File: config.mk
export PLATFORM = sky130hd
export DESIGN_NAME = deconv_col_feeder
export DESIGN_NICKNAME = d
export VERILOG_FILES = /design/src/rtl/deconv_pkg.sv /design/src/rtl/deconv_wbuf.sv /design/src/rtl/deconv_col_feeder.sv
export SDC_FILE = /design/constraint.sdc
export NUM_CORES = 1
export LEC_CHECK = 0
export CAP_MARGIN = 20
export CORE_MARGIN = 4
export CORE_UTILIZATION = 40
export DETAILED_ROUTE_END_ITERATION = 8
export PLACE_DENSITY = 0.66
export SETUP_SLACK_MARGIN = 0.02
export SYNTH_ARGS = -nofsm -noshare
export SYNTH_HDL_FRONTEND = slang
export SYNTH_SLANG_ARGS = --single-unit
File: constraint.sdc
create_clock -name i_clk -period 18.1 [get_ports i_clk]
set_input_delay 2.715 -clock i_clk [delete_from_list [all_inputs] [get_ports i_clk]]
set_output_delay 2.715 -clock i_clk [all_outputs]
set_load 0.02 [all_outputs]
File: src/rtl/deconv_pkg.sv
// rtl/deconv_pkg.sv - shared types, config field layout and helpers for the deconv column feeder
package deconv_pkg;

  typedef enum logic [2:0] {
    ST_IDLE     = 3'd0,
    ST_WFETCH   = 3'd1,
    ST_FFETCH   = 3'd2,
    ST_WAIT_COL = 3'd3,
    ST_REPLAY   = 3'd4,
    ST_DONE     = 3'd5
  } state_t;

  localparam int FCOLS_LSB   = 0;
  localparam int NCHNL_LSB   = 16;
  localparam int KCOLS_LSB   = 0;
  localparam int CFG_FIELD_W = 16;

  // A zero or oversized weight-column count means "use the whole kernel width".
  function automatic logic [CFG_FIELD_W-1:0] clamp_kcols(
    input logic [CFG_FIELD_W-1:0] raw,
    input logic [CFG_FIELD_W-1:0] max_cols
  );
    if ((raw == '0) || (raw > max_cols)) begin
      return max_cols;
    end
    return raw;
  endfunction

endpackage

File: src/rtl/deconv_wbuf.sv
// rtl/deconv_wbuf.sv - weight column register file, one write port, one combinational read port
module deconv_wbuf #(
  parameter int DEPTH = 5,
  parameter int WIDTH = 40,
  parameter int AW    = 3
) (
  input  logic             i_clk,
  input  logic             i_we,
  input  logic [AW-1:0]    i_waddr,
  input  logic [WIDTH-1:0] i_wdata,
  input  logic [AW-1:0]    i_raddr,
  output logic [WIDTH-1:0] o_rdata
);

  logic [WIDTH-1:0] mem [DEPTH];

  // Storage is never reset; every entry read in a channel is written first.
  always_ff @(posedge i_clk) begin
    if (i_we) begin
      mem[i_waddr] <= i_wdata;
    end
  end

  assign o_rdata = mem[i_raddr];

endmodule

File: src/rtl/deconv_col_feeder.sv
// rtl/deconv_col_feeder.sv - fetches and replays weight columns and feeds feature columns to the column core
module deconv_col_feeder
  import deconv_pkg::*;
#(
  parameter int SIZE_OF_WEIGHT  = 5,
  parameter int SIZE_OF_FEATURE = 2,
  parameter int PIX_WIDTH       = 8,
  parameter int REG_WIDTH       = 32,
  parameter int CNT_WIDTH       = 16
) (
  input  logic                                 i_clk,
  input  logic                                 i_rst_n,
  input  logic                                 i_start,
  input  logic [REG_WIDTH-1:0]                 i_param_cfg_feature,
  input  logic [REG_WIDTH-1:0]                 i_param_cfg_weight,
  input  logic [PIX_WIDTH*SIZE_OF_WEIGHT-1:0]  s_weight_tdata,
  input  logic                                 s_weight_tvalid,
  output logic                                 s_weight_tready,
  input  logic [PIX_WIDTH*SIZE_OF_FEATURE-1:0] s_feature_tdata,
  input  logic                                 s_feature_tvalid,
  output logic                                 s_feature_tready,
  input  logic                                 i_en_prcs_new_wcoln,
  output logic [PIX_WIDTH*SIZE_OF_WEIGHT-1:0]  o_weight_col,
  output logic [PIX_WIDTH*SIZE_OF_FEATURE-1:0] o_feature_map_col,
  output logic                                 o_enable_loadw,
  output logic                                 o_enable_loadip,
  output logic                                 o_busy,
  output logic                                 o_done
);

  localparam int WCOL_W = PIX_WIDTH * SIZE_OF_WEIGHT;
  localparam int AW     = (SIZE_OF_WEIGHT > 1) ? $clog2(SIZE_OF_WEIGHT) : 1;
  localparam logic [CFG_FIELD_W-1:0] MAX_KCOLS = CFG_FIELD_W'(SIZE_OF_WEIGHT);

  state_t state, state_nxt;

  logic [AW-1:0]          k;
  logic [AW-1:0]          rp;
  logic [AW-1:0]          kcols_last;
  logic [CNT_WIDTH-1:0]   f;
  logic [CNT_WIDTH-1:0]   c;
  logic [CNT_WIDTH-1:0]   fcols;
  logic [CNT_WIDTH-1:0]   nchnl;
  logic [CFG_FIELD_W-1:0] cfg_fcols;
  logic [CFG_FIELD_W-1:0] cfg_nchnl;
  logic [CFG_FIELD_W-1:0] cfg_kcols;
  logic [WCOL_W-1:0]      rd_col;
  logic                   w_xfer;
  logic                   f_xfer;
  logic                   k_last;
  logic                   rp_last;
  logic                   f_last;
  logic                   c_last;
  logic                   unused_cfg_weight;

  assign cfg_fcols = i_param_cfg_feature[FCOLS_LSB +: CFG_FIELD_W];
  assign cfg_nchnl = i_param_cfg_feature[NCHNL_LSB +: CFG_FIELD_W];
  assign cfg_kcols = i_param_cfg_weight[KCOLS_LSB +: CFG_FIELD_W];
  assign unused_cfg_weight = ^i_param_cfg_weight[REG_WIDTH-1:KCOLS_LSB+CFG_FIELD_W];

  assign w_xfer  = s_weight_tvalid && (state == ST_WFETCH);
  assign f_xfer  = s_feature_tvalid && (state == ST_FFETCH);
  assign k_last  = (k == kcols_last);
  assign rp_last = (rp == kcols_last);
  assign f_last  = (f == fcols - CNT_WIDTH'(1));
  assign c_last  = (c == nchnl - CNT_WIDTH'(1));

  deconv_wbuf #(
    .DEPTH (SIZE_OF_WEIGHT),
    .WIDTH (WCOL_W),
    .AW    (AW)
  ) u_wbuf (
    .i_clk   (i_clk),
    .i_we    (w_xfer),
    .i_waddr (k),
    .i_wdata (s_weight_tdata),
    .i_raddr (rp),
    .o_rdata (rd_col)
  );

  // State register.
  always_ff @(posedge i_clk or negedge i_rst_n) begin
    if (!i_rst_n) begin
      state <= ST_IDLE;
    end else begin
      state <= state_nxt;
    end
  end

  // Next-state logic: fetch weights, feed a feature column, wait for the core, replay or advance.
  always_comb begin
    state_nxt = state;
    case (state)
      ST_IDLE: begin
        if (i_start) begin
          state_nxt = ((cfg_fcols == '0) || (cfg_nchnl == '0)) ? ST_DONE : ST_WFETCH;
        end
      end
      ST_WFETCH: begin
        if (w_xfer && k_last) begin
          state_nxt = ST_FFETCH;
        end
      end
      ST_FFETCH: begin
        if (f_xfer) begin
          state_nxt = ST_WAIT_COL;
        end
      end
      ST_WAIT_COL: begin
        if (i_en_prcs_new_wcoln) begin
          if (!f_last) begin
            state_nxt = ST_REPLAY;
          end else if (!c_last) begin
            state_nxt = ST_WFETCH;
          end else begin
            state_nxt = ST_DONE;
          end
        end
      end
      ST_REPLAY: begin
        if (rp_last) begin
          state_nxt = ST_FFETCH;
        end
      end
      ST_DONE:  state_nxt = ST_IDLE;
      default:  state_nxt = ST_IDLE;
    endcase
  end

  // State-decoded outputs: stream readies, busy and done.
  always_comb begin
    s_weight_tready  = (state == ST_WFETCH);
    s_feature_tready = (state == ST_FFETCH);
    o_busy           = (state != ST_IDLE) && (state != ST_DONE);
    o_done           = (state == ST_DONE);
  end

  // Datapath: config latch, column/channel counters, registered column buses and load strobes.
  always_ff @(posedge i_clk or negedge i_rst_n) begin
    if (!i_rst_n) begin
      k                 <= '0;
      rp                <= '0;
      kcols_last        <= '0;
      f                 <= '0;
      c                 <= '0;
      fcols             <= '0;
      nchnl             <= '0;
      o_weight_col      <= '0;
      o_feature_map_col <= '0;
      o_enable_loadw    <= 1'b0;
      o_enable_loadip   <= 1'b0;
    end else begin
      o_enable_loadw  <= 1'b0;
      o_enable_loadip <= 1'b0;
      case (state)
        ST_IDLE: begin
          if (i_start) begin
            fcols      <= CNT_WIDTH'(cfg_fcols);
            nchnl      <= CNT_WIDTH'(cfg_nchnl);
            kcols_last <= AW'(clamp_kcols(cfg_kcols, MAX_KCOLS) - CFG_FIELD_W'(1));
            k          <= '0;
            rp         <= '0;
            f          <= '0;
            c          <= '0;
          end
        end
        ST_WFETCH: begin
          if (w_xfer) begin
            o_weight_col   <= s_weight_tdata;
            o_enable_loadw <= 1'b1;
            k              <= k_last ? '0 : k + AW'(1);
          end
        end
        ST_FFETCH: begin
          if (f_xfer) begin
            o_feature_map_col <= s_feature_tdata;
            o_enable_loadip   <= 1'b1;
          end
        end
        ST_WAIT_COL: begin
          if (i_en_prcs_new_wcoln) begin
            if (!f_last) begin
              f  <= f + CNT_WIDTH'(1);
              rp <= '0;
            end else if (!c_last) begin
              c <= c + CNT_WIDTH'(1);
              f <= '0;
              k <= '0;
            end
          end
        end
        ST_REPLAY: begin
          o_weight_col   <= rd_col;
          o_enable_loadw <= 1'b1;
          rp             <= rp_last ? '0 : rp + AW'(1);
        end
        default: begin
        end
      endcase
    end
  end

endmodule

* After elaboration in Yosys (flattened, before gate mapping)
Memory sizes are Yosys's and may differ from the RTL's.
Index checks and enable logic that the tools add are counted.
** Storage, ports and cells
- Logic and storage cells :: 107
- RAM bits :: 200
- Input port bits :: 126
- Output and inout port bits :: 62
- Memories :: 1
- Register bits :: 134
** Memory list
- u_wbuf.mem :: depth 5, bits a word 40, rd ports 1, clocked after memory_dff 0, wr ports 1, RTL line deconv_wbuf.sv:15 : logic [WIDTH-1:0] mem [DEPTH];
** Cells by class
- Order comparisons :: 1
- $add $sub $neg :: 7
- Eq/ne operators :: 20
- Multiplexer cells :: 43
- Reduce and logical (&&, ||, !) cells :: 23
** Operator list (count)
- two-way mux 16 bit :: 7
- one-hot mux 40 bit (2 select lines) :: 1
- one-hot mux 16 bit (2 select lines) :: 2
- two-way mux 3 bit :: 21
- logical NOT 16 bit :: 3
- two-way mux 40 bit :: 1
- adder 16 x 1 -> 16 bit (second input constant) :: 2
- == test 16 bit :: 2
- subtractor 16 x 1 -> 16 bit (second input constant) :: 2
- one-hot mux 3 bit (3 select lines) :: 2
- > comparator 16 x 3 -> 1 bit (second input constant) :: 1
- one-hot mux 3 bit (5 select lines) :: 1
- inequality test 2 bit (second input constant) :: 6
- AND reduction 5 bit :: 2
- nonzero test 3 bit :: 3
- AND reduction 4 bit :: 2
- two-way mux 1 bit :: 7
- adder 3 x 1 -> 3 bit (second input constant) :: 2
- == test 3 x 2 -> 1 bit (second input constant) :: 2
- == test 3 bit :: 2
- == test 3 bit (second input constant) :: 2
- inequality test 2 x 1 -> 1 bit (second input constant) :: 3
- inequality test 3 bit (second input constant) :: 2
- AND reduction 2 bit :: 3
- 8 further kinds :: 13

* Logic depth before layout (Yosys ltp)
- Depth after elaboration :: 9
- Depth in mapped cells :: 13
- Depth with buffers taken out :: 11

* By module
A second synthesis with hierarchy kept.
** Second synthesis, totals
- Cell total of the unflattened synthesis :: 1251
- Area, all modules :: 15860.2 um^2
** Modules (own cells, without submodules)
- deconv_wbuf :: times used 1, area each 8274.2 um^2, cells each 434, seq. area each 6005.8 um^2
- deconv_col_feeder :: times used 1, area each 7586.0 um^2, cells each 817, seq. area each 3353.2 um^2

* Worst setup path after synthesis
OpenSTA, ideal clock, no wires.
- Kind :: input to register
- Start point :: input s_weight_tvalid
- End point :: memory u_wbuf.mem[4][0], enable pin
- Stages :: 3
- Arrival time :: 7.305 ns
- Setup slack :: 10.244 ns
- Setup time :: 0.551 ns
- Cell sequence :: nand2_1 > clkbuf_1 > nor4b_1
** Between the ends
- Longest elaborated chain between the ends :: 3
** Ends and longest elaborated chain
- from (decl) :: RTL line deconv_col_feeder.sv:17 : input logic s_weight_tvalid,
- logical AND 1 bit :: RTL line deconv_col_feeder.sv:61 : assign w_xfer = s_weight_tvalid && (state == ST_WFETCH);
- two-way mux 1 bit :: RTL line deconv_wbuf.sv:19 : if (i_we) begin
- two-way mux 1 bit (not written as such) :: RTL line deconv_wbuf.sv:20 : mem[i_waddr] <= i_wdata;
- to (decl) :: RTL line deconv_wbuf.sv:15
No other way between the ends.

* Final worst setup path
- Start point :: register state[2]
- End point :: output s_feature_tready
** Between the ends
- Longest elaborated chain between the ends :: 1
** Ends and longest elaborated chain
- from (decl) :: RTL line deconv_col_feeder.sv:35 : state_t state, state_nxt;
- from (signal assigned) :: RTL line deconv_col_feeder.sv:86 : state <= state_nxt;
- == test 3 x 2 -> 1 bit :: RTL line deconv_col_feeder.sv:133 : s_feature_tready = (state == ST_FFETCH);
- to (decl) :: RTL line deconv_col_feeder.sv:21 : output logic s_feature_tready,
No other way between the ends.

==> results.md <==
- Outcome: finished, final reports clean
- Gr usage total: 17.4%
- CTS tree: yes
- RSZ-0062 raised after global routing: false
- Final Hold Vio Count: 0
- First-pass GRT wire length: 57.0 mm
- Fin Hold WS: 0.498 ns
- Fmax: 0.199 GHz
- Number of global-route vias before repair: 10061
- CP Capture Type: primary output
- Fin crit share: 27.8%
- Initial Util: 40.5%
- Crit Reg-Reg Endpoint: c[7]$_DFFE_PN0P_
- Post-Synthesis Cells: 1159
- # IOs: 188
- Ys async rst share: 40.1%
- WL final: 35.3 mm
- DRT Pass-1 Iters: 5
- Die Ht: 200 um
- Diodes inserted: 0
- Placeable Area: 0.0365 mm2
- Synthesized net count: 1292
- Met2 usage: 28.4%
- Number of H-tree levels: 2
- Met1 Use GR: 23.9%
- Post_cts resized: 0
- Root Driver: clkbuf_16
- Layout cells sized above 1: 11.8%
- Clock skew: 0.0144 ns
- CTS Hold Bufs: 0
- Post-route cell area: 0.0183 mm2
- Worst VDD drop: 110 uV
- Total number of vias: 9934
- Sequential share of the synthesized area: 63.2%
- Pins Over Slew Limit: 0
- Routability cong.: 0.804
- Startpoint type of the worst setup path: flop
- Total CTS buffers: 37
- M3 GR Usage: 4.37%
- Post-route worst setup slack: 13.06 ns
- Drt via density: 5.46
- Critical path origin: state[2]$_DFFE_PN0P_
- FF+latch count, synth: 334
- Largest net degree at the start of global routing: 83
- Port bufs: 171
- Clk_lat worst skew: 0.54 ns
- Placed Area: 0.0170 mm2
- Die ar.: 0.0401 mm2
- Cell Area, Synth: 0.0148 mm2
- Reg2Reg Setup Slack: 13.90 ns
- Post-synth EDFFs: 200
- Fillers: 3126
- Max-Cap Viols: 0
- NumNets Final: 1455
- Reg clk slew, reported paths: 0.05 ns
- Synth unique cells: 67
- Clock buffer depth: 3
- Remaining global-route overflow: 0
- Max_slew headroom: 32.0%
- Worst slack, placed: 12.50 ns
- Worst-margin pin slew: 1.02 ns
- Setup Buffers After CTS: 0
- PwrDens: 149 mW/mm2
- Most used routing layer in global routing: met2
- Final core occ: 50.2%
- Post-route ant nets: 0
- Die X: 200 um
- Setup-failing EPs final: 0
- Crit path kind: reg -> out
- Worst Hold Class: reg -> reg
- Tmin final: 5.04 ns
- Crit path capture: s_feature_tready
- Worst Path Required: 15.39 ns
- Leakage: 6.68 nW
- Final setup TNS: 0 ns
- Drt drc: 0
- Core Rows: 70
- Prevailing post-synth register cell: edfxtp_1
- Layout Cells excl Fill: 1819
- Routed len/inst: 19.4 um
- Initial antenna violation count: 1
- Total Power: 2.73 mW
- Inst Count DP: 1750
- Yosys warnings: 0
- Syn avg cell area: 12.8 um2
- R2R depth: 11
- CP max FO: 15
- RR Startpoint: fcols[0]$_DFFE_PN0P_
- Drt initial violations: 556
- Crit path DAT: 2.32 ns
- Area Overhead vs Synth: 23.7%
- CTS Sinks: 334
- Post-DP HPWL: 21.3 mm
## placed cells by master (no fill, tap or decap), drive strengths merged, types with 21 or more instances in the layout
cell type	count
nand2	201
edfxtp	200
clkdlybuf4s50	170
dfrtp	134
clkbuf	44
a31oi	43
nor2b	42
a211oi	42
mux4	40
o21ai	40
nor2	35
xnor2	24
nand3	24
a21oi	22
inv	22
buf	21
nor4	21
## kinds of logic after synthesis
family / Yosys count / share of synthesized area (%)
AO/OA/AOI/OAI: 199 / 9.02
XOR/XNOR: 43 / 2.65
adder cells (fa/ha/maj): 7 / 0.592
buffers and inverters: 86 / 2.30
flip-flops: 334 / 63.2
multiplexers: 63 / 7.79
AND/OR/NAND/NOR: 427 / 14.4
## final cells by class
| type | count | area, um2 | share of cell area, % |
|---|---|---|---|
| clock buffer | 44 | 983 | 5.37 |
| clock inverter | 24 | 298 | 1.63 |
| inverter | 19 | 71.3 | 0.389 |
| multi-input combinational | 739 | 5150 | 28.1 |
| sequential | 334 | 9360 | 51.1 |
| tap | 468 | 586 | 3.20 |
| timing repair buffer | 191 | 1870 | 10.2 |
## how the worst min path moves through the flow
| stage | start | end | slack, ns | cells after the start |
|---|---|---|---|---|
| floorplan | nchnl[15]$_DFFE_PN0P_ | nchnl[15]$_DFFE_PN0P_ | 0.47 | 2 |
| global placement | nchnl[15]$_DFFE_PN0P_ | nchnl[15]$_DFFE_PN0P_ | 0.48 | 2 |
| detailed placement | nchnl[15]$_DFFE_PN0P_ | nchnl[15]$_DFFE_PN0P_ | 0.49 | 2 |
| CTS | nchnl[15]$_DFFE_PN0P_ | nchnl[15]$_DFFE_PN0P_ | 0.50 | 2 |
| global route | o_feature_map_col[7]$_DFFE_PN0P_ | o_feature_map_col[7]$_DFFE_PN0P_ | 0.52 | 1 |
| finish | nchnl[15]$_DFFE_PN0P_ | nchnl[15]$_DFFE_PN0P_ | 0.50 | 2 |
## metal layers
metal	wire, um	vias up
met5	18	-
li1	-	4658
met4	564	2
met2	16700	246
met1	15900	4973
met3	2150	55
## worst max-delay path, stage by stage, from the launching register on
cell             delay (ns)
dfrtp_1                0.54
nand2b_1               0.28
nor2_1                 0.29
clkdlybuf4s50_1        0.67
## synthesized netlist by cell type, types with 6 or more instances
cell / count / area, um2
nor2b_1: 42 / 263
inv_1: 19 / 71.3
nand3_1: 24 / 120
nand3b_1: 8 / 60.1
mux2_2: 18 / 203
edfxtp_1: 200 / 6010
nor4_1: 19 / 119
xnor2_1: 24 / 210
dfrtp_1: 134 / 3350
xor2_1: 18 / 158
and2_1: 6 / 37.5
o31ai_1: 12 / 90.1
o21ai_0: 39 / 195
or4_1: 13 / 97.6
ha_1: 7 / 87.6
and3_1: 16 / 100
nor2_1: 35 / 131
a211oi_1: 42 / 315
mux4_2: 40 / 901
a21oi_1: 22 / 110
a31oi_1: 43 / 269
a21o_1: 9 / 67.6
clkbuf_1: 58 / 218
nor3_1: 16 / 80.1
nand4_1: 10 / 62.6
nand2b_1: 9 / 56.3
nand2_1: 201 / 754
## report_power, final
group	internal (mW)	leakage, nW	switching [mW]
sequential	0.946	3.50	0.120
combinational	0.410	2.56	0.460
clock	0.478	0.626	0.312
total	1.83	6.68	0.893
## sequential cells by signal, summed over array words and instances (netlist names)
signal and count:
c 16, f 16, fcols 16, k 3, kcols_last 3, nchnl 16, o_enable_loadip 1, o_enable_loadw 1
o_feature_map_col 16, o_weight_col 40, rp 3, state 3, u_wbuf.mem 200
Note: power is estimated with default switching activity, not from simulation.
